File: src/rtl/dl_pkg.sv
// Shared definitions for the HPS download controller: ioctl index codes,
// controller states and DIP byte pack/unpack helpers.
package dl_pkg;

   localparam logic [7:0] IDX_ROM = 8'd0;
   localparam logic [7:0] IDX_MOD = 8'd1;
   localparam logic [7:0] IDX_DIP = 8'd254;

   typedef enum logic [1:0] {
      RUN   = 2'd0,
      LOAD  = 2'd1,
      DRAIN = 2'd2,
      HOLD  = 2'd3
   } dl_state_e;

   function automatic logic [7:0] dip_byte(input logic [63:0] dip, input logic [2:0] k);
      return dip[8*k +: 8];
   endfunction

   function automatic logic [63:0] dip_set(input logic [63:0] dip, input logic [2:0] k,
                                           input logic [7:0] b);
      logic [63:0] r;
      r = dip;
      r[8*k +: 8] = b;
      return r;
   endfunction

endpackage

File: src/rtl/dl_byte_fifo.sv
// Small synchronous FIFO for {addr,data} ROM bytes. Pointers carry one extra
// wrap bit so full/empty fall out of the MSB comparison.
module dl_byte_fifo #(
   parameter int DEPTH = 4,
   parameter int W     = 24,
   localparam int PW   = $clog2(DEPTH)
) (
   input  logic          clk_sys,
   input  logic          rst_n,
   input  logic          push,
   input  logic [W-1:0]  push_data,
   input  logic          pop,
   output logic [W-1:0]  head,
   output logic [PW:0]   count,
   output logic          full,
   output logic          empty
);

   logic [PW:0]  wr_ptr, rd_ptr;
   logic [W-1:0] mem [DEPTH];

   assign count = wr_ptr - rd_ptr;
   assign empty = (wr_ptr == rd_ptr);
   assign full  = (wr_ptr[PW] != rd_ptr[PW]) && (wr_ptr[PW-1:0] == rd_ptr[PW-1:0]);
   assign head  = mem[rd_ptr[PW-1:0]];

   always_ff @(posedge clk_sys or negedge rst_n) begin
      if (!rst_n) begin
         wr_ptr <= '0;
         rd_ptr <= '0;
      end else begin
         if (push) wr_ptr <= wr_ptr + 1'b1;
         if (pop)  rd_ptr <= rd_ptr + 1'b1;
      end
   end

   // Storage is not reset; a push into a full FIFO with a same-cycle pop
   // overwrites the head slot only after it has been read out this cycle.
   always_ff @(posedge clk_sys) begin
      if (push) mem[wr_ptr[PW-1:0]] <= push_data;
   end

endmodule

File: src/rtl/dl_load_ctrl.sv
// HPS ioctl download sequencer: routes ROM/mod/DIP bytes, drains ROM bytes
// into idle ROM write slots and holds the core in reset around loads.
module dl_load_ctrl
   import dl_pkg::*;
#(
   parameter int FIFO_DEPTH  = 4,
   parameter int ROM_AW      = 16,
   parameter int HOLD_CYCLES = 1024
) (
   input  logic              clk_sys,
   input  logic              RESET_N,
   input  logic              ioctl_download,
   input  logic [7:0]        ioctl_index,
   input  logic              ioctl_wr,
   input  logic [24:0]       ioctl_addr,
   input  logic [7:0]        ioctl_dout,
   output logic              ioctl_wait,
   input  logic              user_reset,
   input  logic              slot_en,
   output logic [ROM_AW-1:0] rom_addr,
   output logic [7:0]        rom_data,
   output logic              rom_wr,
   output logic [7:0]        mod,
   output logic [63:0]       dip,
   output logic              core_reset,
   output logic              overflow
);

   localparam int PW   = $clog2(FIFO_DEPTH);
   localparam int CW   = PW + 1;
   localparam int EW   = ROM_AW + 8;
   localparam int HC_W = (HOLD_CYCLES > 1) ? $clog2(HOLD_CYCLES) : 1;
   localparam logic [HC_W-1:0] HOLD_INIT = HC_W'(HOLD_CYCLES - 1);

   dl_state_e       state_q, state_d;
   logic [HC_W-1:0] cnt_q, cnt_d;

   logic          rom_req, addr_ok, push, pop, drop;
   logic [EW-1:0] head;
   logic [CW-1:0] fifo_cnt, cnt_nx;
   logic          fifo_full, fifo_empty;

   assign addr_ok = ((ioctl_addr >> ROM_AW) == 25'd0);
   assign rom_req = ioctl_wr && (ioctl_index == IDX_ROM) && addr_ok;
   assign pop     = slot_en && !fifo_empty;
   assign push    = rom_req && (!fifo_full || pop);
   assign drop    = rom_req && fifo_full && !pop;
   assign cnt_nx  = fifo_cnt + CW'(push) - CW'(pop);

   dl_byte_fifo #(.DEPTH(FIFO_DEPTH), .W(EW)) u_fifo (
      .clk_sys   (clk_sys),
      .rst_n     (RESET_N),
      .push      (push),
      .push_data ({ioctl_addr[ROM_AW-1:0], ioctl_dout}),
      .pop       (pop),
      .head      (head),
      .count     (fifo_cnt),
      .full      (fifo_full),
      .empty     (fifo_empty)
   );

   always_ff @(posedge clk_sys or negedge RESET_N) begin
      if (!RESET_N) begin
         state_q <= HOLD;
         cnt_q   <= HOLD_INIT;
      end else begin
         state_q <= state_d;
         cnt_q   <= cnt_d;
      end
   end

   // A user reset during LOAD/DRAIN is dropped: the post-load HOLD covers it.
   always_comb begin
      state_d = state_q;
      cnt_d   = cnt_q;
      unique case (state_q)
         RUN: begin
            if (ioctl_download && ioctl_index == IDX_ROM) begin
               state_d = LOAD;
            end else if (user_reset) begin
               state_d = HOLD;
               cnt_d   = HOLD_INIT;
            end
         end
         LOAD: begin
            if (!ioctl_download) state_d = DRAIN;
         end
         DRAIN: begin
            if (fifo_empty && !rom_wr) begin
               state_d = HOLD;
               cnt_d   = HOLD_INIT;
            end
         end
         HOLD: begin
            if (user_reset)        cnt_d   = HOLD_INIT;
            else if (cnt_q == '0)  state_d = RUN;
            else                   cnt_d   = cnt_q - 1'b1;
         end
         default: begin
            state_d = HOLD;
            cnt_d   = HOLD_INIT;
         end
      endcase
   end

   assign core_reset = (state_q != RUN);

   always_ff @(posedge clk_sys or negedge RESET_N) begin
      if (!RESET_N) begin
         rom_wr     <= 1'b0;
         rom_addr   <= '0;
         rom_data   <= '0;
         ioctl_wait <= 1'b0;
         overflow   <= 1'b0;
      end else begin
         rom_wr <= pop;
         if (pop) begin
            rom_addr <= head[EW-1:8];
            rom_data <= head[7:0];
         end
         // Raised one entry early so a write already in flight still fits.
         ioctl_wait <= (cnt_nx >= CW'(FIFO_DEPTH - 1));
         if (state_q == RUN && state_d == LOAD) overflow <= 1'b0;
         if (drop) overflow <= 1'b1;
      end
   end

   always_ff @(posedge clk_sys or negedge RESET_N) begin
      if (!RESET_N) begin
         mod <= 8'h00;
         dip <= {64{1'b1}};
      end else if (ioctl_wr) begin
         if (ioctl_index == IDX_MOD) mod <= ioctl_dout;
         if (ioctl_index == IDX_DIP && ioctl_addr[24:3] == 22'd0)
            dip <= dip_set(dip, ioctl_addr[2:0], ioctl_dout);
      end
   end

endmodule

File: config.mk
export PLATFORM = sky130hd
export DESIGN_NAME = dl_load_ctrl
export DESIGN_NICKNAME = d
export VERILOG_FILES = /design/src/rtl/dl_pkg.sv /design/src/rtl/dl_byte_fifo.sv /design/src/rtl/dl_load_ctrl.sv
export SDC_FILE = /design/constraint.sdc
export NUM_CORES = 1
export LEC_CHECK = 0
export BUFFER_PORTS_ARGS = -buffer_cell sky130_fd_sc_hd__buf_2
export CELL_PAD_IN_SITES_DETAIL_PLACEMENT = 1
export CELL_PAD_IN_SITES_GLOBAL_PLACEMENT = 2
export CORE_MARGIN = 2
export CORE_UTILIZATION = 40
export DETAILED_ROUTE_END_ITERATION = 10
export PLACE_DENSITY_LB_ADDON = 0.12
export RECOVER_POWER = 50
export SLEW_MARGIN = 20
export SYNTH_ARGS = -nofsm -noshare
export SYNTH_HDL_FRONTEND = slang
export SYNTH_SLANG_ARGS = --single-unit
export TNS_END_PERCENT = 5
File: constraint.sdc
create_clock -name clk_sys -period 3.6 [get_ports clk_sys]
set_input_delay 1.08 -clock clk_sys [delete_from_list [all_inputs] [get_ports clk_sys]]
set_output_delay 1.08 -clock clk_sys [all_outputs]
set_load 0.01 [all_outputs]
==> reports/metrics.yaml <==
clock_latency_ps: 510
ctsHoldBuffers: 0
core-area_mm2: 0.0212
synth.avg_cell_area_um2: 17.0
layout_commonest_cell: "buf_2"
synth_edf_count: 96
path_buf_inv: 2
initial_utilization_pct: 41.0
clk_path_buf_depth: 3
worstPathMaxFanout: 4
startpoint_type: "primary input"
worstPathArrival_ps: 3330
wl_per_cell_um: 20.9
timing.fmax_mhz: 341
finalSetupViolations: 0
yosysTopAreaCell: "edfxtp_1"
ys_warn_count: 0
syn_to_final_growth_pct: 21.1
finClkSkew_ps: 7.28
antenna_found_initial: 0
syn_inst: 511
cts_inserted_buffers: 23
ys_types: 49
syn-cell-area_mm2: 0.00870
rows: 53
mostFrequentLayoutCells: "103 x buf_2, 96 x edfxtp_1, 94 x mux2_2"
p_leak_nw: 4.35
max_cap_violations: 1
synth.ff_latch_count: 213
crit_path_max_incr_delay_ps: 440
crit_required_ps: 4000
gp_congestion: 0.752
root_buffer: "clkbuf_16"
r2r_slack_ps: 740
worst_setup_path_end_kind: "flop"
overflow: 0
vias: 5081
grt_pass1_vias: 5824
multi_input_comb_area_mm2: 0.00266
clkTransAtPathRegs_ps: 60
grtUsageTotal_pct: 18.7
nFillCells: 2127
setup_tns_ps: 0
fin_crit_sh_pct: 81.4
drtIter0Drc: 220
dr.pass1.iters: 4
synth_top_area_share_pct: 33.1
worst_pin_slew_ps: 2410
io_buffers: 146
vias_per_cell: 5.19
grt_pass1_wl_mm: 32.6
slowest_stage: "fa_1"
die_w_um: 152
min_period_ps: 2930
synth_nets: 570
violations: "max-capacitance violations, max-slew violations"
ys_top_cells_by_area: "edfxtp_1 33%, dfstp_2 23%, mux2_2 12%, dfrtp_1 12%, mux4_2 6.2%"
slew_viol_final: 39
drc_errors: 0
die_area_mm2: 0.0230
cts_tree: "built"
die_h_um: 152
holdCritPathClass: "reg -> reg"
grt_max_degree: 54
dp_hpwl_mm: 13.4
io_pins: 147
drive_above_1_share_pct: 50.5
cp_cell_sequence: "buf_2 -> nor4_1 -> buf_4 -> and2_0 -> and3_1 -> fa_1 -> fa_1 -> ha_1 -> xnor2_1 -> xnor2_1 -> nand2_1"
ir_worst_vdd_v: 0.000308
htree_levels: 1
rsz0062_at_grt: "false"
cts_resized: 0
max_slew_margin_pct: -60.9
powerDensity_mw_per_mm2: 621
critical_path_class: "in -> reg"
ys_seq_area_share_pct: 67.9
drtAntennaViolNets: 0
register_area_mm2: 0.00591
hold_viol: 0
cpLargestDelayFamily: "adder cells"
synth-async-reset-ratio_pct: 54.9
num-nets-final: 745
cts_sinks: 213
cts_setup_buffers: 0
status: "finished, violations left"
routed_wl_mm: 20.5
synthFlopType: "edfxtp_1"
power_mw: 6.55
[power breakdown]
| group | switching (mW) | internal (mW) | total, mW |
|---|---|---|---|
| sequential | 0.137 | 2.77 | 2.91 |
| clock | 0.941 | 1.37 | 2.31 |
| combinational | 0.686 | 0.638 | 1.32 |
[synth_stat cells, drive strengths merged (6+ instances only)]
cell and count:
mux2 94, inv 22, xnor2 8, a21oi 6
dfstp 76, nand4 11, ha 10, o31ai 8
nor4 6, edfxtp 96, nor3 8, nand2 15
buf 9, nor2 8, mux4 24, dfrtp 41
o21ai 10
[area by class of cell]
cell class	instances	share of cell area [%]
clock buffer	34	6.04
clock inverter	8	0.937
timing repair buffer	163	7.71
multi-input combinational	263	25.2
sequential	213	56.0
tap	275	3.26
inverter	22	0.783
antenna	1	0.0237
[stage by stage]
| stage | hold WS (ps) | cells | utilization [%] | instance area, µm² | worst slack, ps |
|---|---|---|---|---|---|
| CTS | 479 | 978 | 50.0 | 10600 | 698 |
| floorplan | 470 | 511 | - | 8700 | 218 |
| detailed placement | 468 | 936 | 46.5 | 9870 | 178 |
| global route | 491 | 978 | 49.7 | 10500 | 270 |
| finish | 474 | 979 | 49.7 | 10500 | 669 |
| global placement | 453 | 936 | 46.5 | 9870 | 255 |
[worst min-delay path, delay by kind of cell, from the launching register on]
kind	cells	cell delay, ps
buf+inv	1	40
flops	1	370
mux	1	60
[sequential cells by signal, indices dropped and copies added, names as in the netlist]
| register | cells |
|---|---|
| u_fifo.mem | 96 |
| dip | 64 |
| rom_addr | 16 |
| cnt_q | 10 |
| mod | 8 |
| rom_data | 8 |
| u_fifo.rd_ptr | 3 |
| u_fifo.wr_ptr | 3 |
| state_q | 2 |
| ioctl_wait | 1 |
| overflow | 1 |
| rom_wr | 1 |
[final timing paths]
| path | from | end | cells past startpoint |
|---|---|---|---|
| max in group asynchronous | RESET_N | u_fifo.rd_ptr[0] | 1 |
| worst min register to register | dip[15] | dip[15] | 2 |
| worst max register to register | u_fifo.wr_ptr[0] | ioctl_wait | 9 |
| min in group asynchronous | RESET_N | ioctl_wait | 1 |
| worst max-delay path | ioctl_index[4] | ioctl_wait | 11 |
| worst min-delay path | dip[15] | dip[15] | 2 |
[per-layer routing]
metal  share of wire [%]  global-route usage, %  vias up
met5                   0                      0        -
met4                 1.8                   4.95        0
li1                    -                      -     2294
met1                  41                   22.8     2650
met3                 4.9                   4.04       24
met2                  52                   33.7      113
[cell families (layout without fill, tap and decap cells)]
group                    after synthesis  after routing  synth area share [%]
AO/OA/AOI/OAI                         37             37                  2.83
XOR/XNOR                              10             10                  1.01
adder cells (fa/ha/maj)               12             12                  1.90
buffers and inverters                 35            227                  1.60
flip-flops                           213            213                  67.9
multiplexers                         123            123                  18.9
other                                  0              1                     0
AND/OR/NAND/NOR                       81             81                  5.87
(Power assumes the default switching activity.)
